[src/rtl/ps_shift_engine.sv]
// Parallel-in/serial-out shift engine: loads a word, then shifts it out for a
// programmable count with selectable direction and serial-in or rotate fill.
module ps_shift_engine #(
  parameter  int WIDTH = 8,
  localparam int CW    = $clog2(WIDTH+1)
) (
  input  logic             clk,
  input  logic             rst,
  input  logic             start,
  input  logic [WIDTH-1:0] din,
  input  logic [CW-1:0]    len,
  input  logic             dir,
  input  logic             rot,
  input  logic             en,
  input  logic             sin,
  output logic             sout,
  output logic [WIDTH-1:0] qout,
  output logic             busy,
  output logic             done
);

  typedef enum logic {IDLE, SHIFT} state_t;

  state_t           state_q;
  logic [WIDTH-1:0] sr_q, sr_d;
  logic [CW-1:0]    cnt_q, cnt_ld;
  logic             dir_q, rot_q, busy_q, done_q;
  logic             fill;

  assign sout = dir_q ? sr_q[0] : sr_q[WIDTH-1];
  assign qout = sr_q;
  assign busy = busy_q;
  assign done = done_q;

  always_comb begin
    fill   = rot_q ? sout : sin;
    sr_d   = dir_q ? {fill, sr_q[WIDTH-1:1]} : {sr_q[WIDTH-2:0], fill};
    // A zero or oversized length means a full-word transfer.
    cnt_ld = (len == '0 || len > CW'(WIDTH)) ? CW'(WIDTH) : len;
  end

  always_ff @(posedge clk) begin
    if (rst) begin
      state_q <= IDLE;
      sr_q    <= '0;
      cnt_q   <= '0;
      dir_q   <= 1'b0;
      rot_q   <= 1'b0;
      busy_q  <= 1'b0;
      done_q  <= 1'b0;
    end else begin
      done_q <= 1'b0;
      case (state_q)
        IDLE: begin
          if (start) begin
            sr_q    <= din;
            dir_q   <= dir;
            rot_q   <= rot;
            cnt_q   <= cnt_ld;
            busy_q  <= 1'b1;
            state_q <= SHIFT;
          end
        end
        SHIFT: begin
          if (en) begin
            sr_q  <= sr_d;
            cnt_q <= cnt_q - CW'(1);
            if (cnt_q == CW'(1)) begin
              busy_q  <= 1'b0;
              done_q  <= 1'b1;
              state_q <= IDLE;
            end
          end
        end
        default: state_q <= IDLE;
      endcase
    end
  end

endmodule

[config.mk]
export PLATFORM = sky130hd
export DESIGN_NAME = ps_shift_engine
export DESIGN_NICKNAME = d
export VERILOG_FILES = /design/src/rtl/ps_shift_engine.sv
export SDC_FILE = /design/constraint.sdc
export NUM_CORES = 1
export LEC_CHECK = 0
export BUFFER_PORTS_ARGS = -buffer_cell sky130_fd_sc_hd__buf_2
export CORE_MARGIN = 2
export CORE_UTILIZATION = 48
export CTS_CLUSTER_DIAMETER = 150
export DETAILED_ROUTE_END_ITERATION = 7
export PLACE_DENSITY = 0.87
export SKIP_LAST_GASP = 1
export SLEW_MARGIN = 10
export SYNTH_ARGS = -nofsm -noshare
export SYNTH_HDL_FRONTEND = slang
export SYNTH_SLANG_ARGS = --single-unit
[constraint.sdc]
create_clock -name clk -period 1.45 [get_ports clk]
set_input_delay 0.0725 -clock clk [delete_from_list [all_inputs] [get_ports clk]]
set_output_delay 0.0725 -clock clk [all_outputs]
set_load 0.01 [all_outputs]
==> flow_metrics.py <==
metrics = {
    "synthesis": {
        "synth_compound_area_share_pct": 21.0,
        "synthSimpleGateAreaFrac_pct": 19.3,
        "ys_top_cells_by_count": "dfxtp_1 (17), nand2_1 (12), nor2_1 (12)",
        "synth_xor_area_share_pct": 0,
        "synthFlopType": "dfxtp_1",
        "yosysTopAreaCell": "dfxtp_1",
        "synth_top_family_by_area": "compound AO/OA/AOI/OAI gates",
        "yosys.area_share.adder_pct": 2.74,
        "avgSynthCellArea_um2": 8.78,
        "synth_mux_area_share_pct": 14.9,
        "synth_top_area_share_pct": 37.3,
        "synthArstFlopShare_pct": 0,
        "synth_edf_count": 0,
        "ys_ff_latch": 17,
        "ys_types": 30,
        "syn-instance-count": 104,
        "synth_fp_nets": 125,
        "synth.most_common_cell": "dfxtp_1",
        "yosys_warnings": 0,
        "syn-cell-area_um2": 913,
        "synth_area_leaders": "dfxtp_1 (37%), mux2_2 (11%), a211oi_1 (4.9%)",
        "synth.yosys.seq_area_share_pct": 37.3,
    },
    "timing": {
        "period_minus_slack_ns": 1.33,
        "finalMaxSlewViolations": 0,
        "hold_violations": 0,
        "fin_ws_ns": 0.121,
        "rsz0062_at_grt": "no",
        "fin_crit_sh_pct": 91.6,
        "worstMarginPinSlew_ns": 0.329,
        "max_freq_ghz": 0.753,
        "tns_ns": 0,
        "finClkSkew_ns": 0.00393,
        "finalSetupViolations": 0,
        "slew_headroom_pct": 78.1,
    },
    "cts": {
        "clk_pin_slew_ns": 0.10,
        "htree_levels": 1,
        "cts_buffer_depth": 2,
        "worstSkewPairLatency_ns": 0.29,
        "cts_buffers": 3,
        "cts_tree": "built",
        "cts_sinks": 17,
        "cts_root_buf": "clkbuf_4",
    },
    "hold_path": {
        "whs_path_depth": 3,
        "hp-class": "in -> reg",
    },
    "setup_path": {
        "path_buf_inv": 1,
        "worst_ep_arrival_time_ns": 1.26,
        "crit_fanout": 10,
        "path_delay_family": "flip-flops",
        "cp-start-kind": "flop",
        "cp.required_ns": 1.38,
        "critical_path_class": "reg -> out",
        "cp_slowest_cell": "dfxtp_2",
        "max_stage_delay_ns": 0.47,
        "cp.depth": 2,
        "crit_chain": "mux2_2, buf_2",
        "reg2regPathDepth": 5,
        "end_kind": "output port",
    },
    "finish": {
        "nNetsFinal": 156,
        "fillCellCount": 182,
        "final_util_pct": 62.7,
        "fin_area_um2": 1110,
        "finalNonFillerCells": 159,
        "drive_gt1_share_pct": 36.6,
        "n_antenna_cell": 0,
        "area_growth_pct": 21.1,
    },
    "floorplanning": {
        "core-area_um2": 1760,
        "dieArea_um2": 2270,
        "rows": 15,
        "die_y_um": 47.6,
        "start_util_pct": 51.8,
        "fp.dieW_um": 47.6,
        "boundaryPins": 30,
    },
    "detailed_routing": {
        "vias_per_cell": 5.58,
        "drt_iter0_markers": 13,
        "ant_nets": 0,
        "wl_per_cell_um": 13.0,
        "routed_wl_mm": 2.07,
        "drc": 0,
        "first_pass_iters": 4,
        "num_vias": 887,
    },
    "run": {
        "maxCapViolations": 0,
    },
    "grt": {
        "overflow": 0,
        "grt_pass1_vias": 818,
        "antenna_found_initial": 0,
        "grtUsageTotal_pct": 21.8,
        "grt_pass1_wl_mm": 3.38,
        "grt_max_degree": 17,
    },
    "pwr": {
        "peakVddDrop_v": 0.000641,
        "leakagePower_uw": 0.000466,
        "p_per_area_nw_per_um2": 953,
    },
    "place": {
        "dp_worst_setup_slack_ns": 0.0989,
        "numPortBuffers": 29,
        "dpl_cell_area_um2": 1060,
        "dp_hpwl_mm": 1.55,
        "place_congestion": 0.789,
        "dp.cells": 154,
    },
    "status": {
        "outcome": "finished clean",
    },
}
==> registers in the layout (all words and copies together), names as in the netlist <==
name / cells
cnt_q: 4
busy: 1
done: 1
state_q: 1
qout: 8
rot_q: 1
dir_q: 1
==> power by group <==
part / switching [uW] / internal (uW) / total (uW) / leakage (uW)
clock network: 153 / 103 / 256 / 0.0000177
logic: 127 / 123 / 250 / 0.000307
registers: 41.0 / 507 / 548 / 0.000141
total: 321 / 733 / 1050 / 0.000466
==> logic make-up (layout without fill, tap and decap cells) <==
group           after synthesis  in the layout
mux                          12             12
buf+inv                       8             38
flops                        17             17
compound gates               26             26
fa+ha+maj                     2              2
simple gates                 39             39
==> final timing paths <==
check | from | endpoint | slack [ns]
max | dir_q | sout | 0.12
min | rot | rot_q | 0.01
min reg2reg | busy | busy | 0.47
max reg2reg | cnt_q[0] | cnt_q[1] | 0.13
==> area by class of cell <==
cell class	count	area (um^2)	share of cell area [%]
repair buffers	31	163	14.7
well taps	25	31.3	2.83
inverters	3	11.3	1.02
clock buffers	3	22.5	2.04
flip-flops and latches	17	342	30.9
clock inverters	1	5.00	0.452
multi-input cells	79	532	48.1
==> metal layers <==
layer / track usage (%) / part of all wire, % / vias up
met2: 35.9 / 48 / 33
li1: - / - / 437
met1: 25.9 / 44 / 411
met5: 0 / 0 / -
met4: 12.4 / 1.8 / 0
met3: 4.91 / 6.3 / 6
==> metrics by stage <==
stage | total power, uW | hold slack, ns
after floorplan | 722 | 0.137
after global placement | 796 | 0.316
after detailed placement | 806 | 0.320
after CTS | 1060 | 0.00767
after global routing | 1130 | 0.00811
final | 1050 | 0.0121
==> layout by cell type, fill, tap and decap left out <==
cell type	n
buf_2	29
dfxtp_1	16
nand2_1	12
nor2_1	12
mux2_2	9
o21ai_0	7
a211oi_1	6
nand3_1	4
inv_1	3
a31oi_1	3
o21a_1	3
nor3_1	3
a21oi_1	3
clkbuf_4	3
mux2i_1	2
or3_1	2
ha_1	2
nand2b_2	1
mux2_4	1
or2_2	1
and2_1	1
nor2_2	1
a2111oi_4	1
o211ai_1	1
nor2b_1	1
a222oi_1	1
nand3b_1	1
a2111oi_1	1
clkinv_2	1
dfxtp_2	1
dlygate4sd3_1	1
buf_4	1
==> what timing repair did <==
item / 4_1_cts / 5_1_grt
gates resized for setup: 1 / 1
hold endpoints to repair: 1 / 0
buffers inserted: 0 / 0
endpoints found under the setup margin: 1 / 5
hold buffers: 1 / 0
==> tightest hold or removal path, delay by kind of cell <==
kind,cells,cell delay (ns)
AND/OR/NAND/NOR,1,0.04
buffers and inverters,1,0.09
AO/OA/AOI/OAI,1,0.05
No activity file was read; power rests on OpenSTA's default activity.
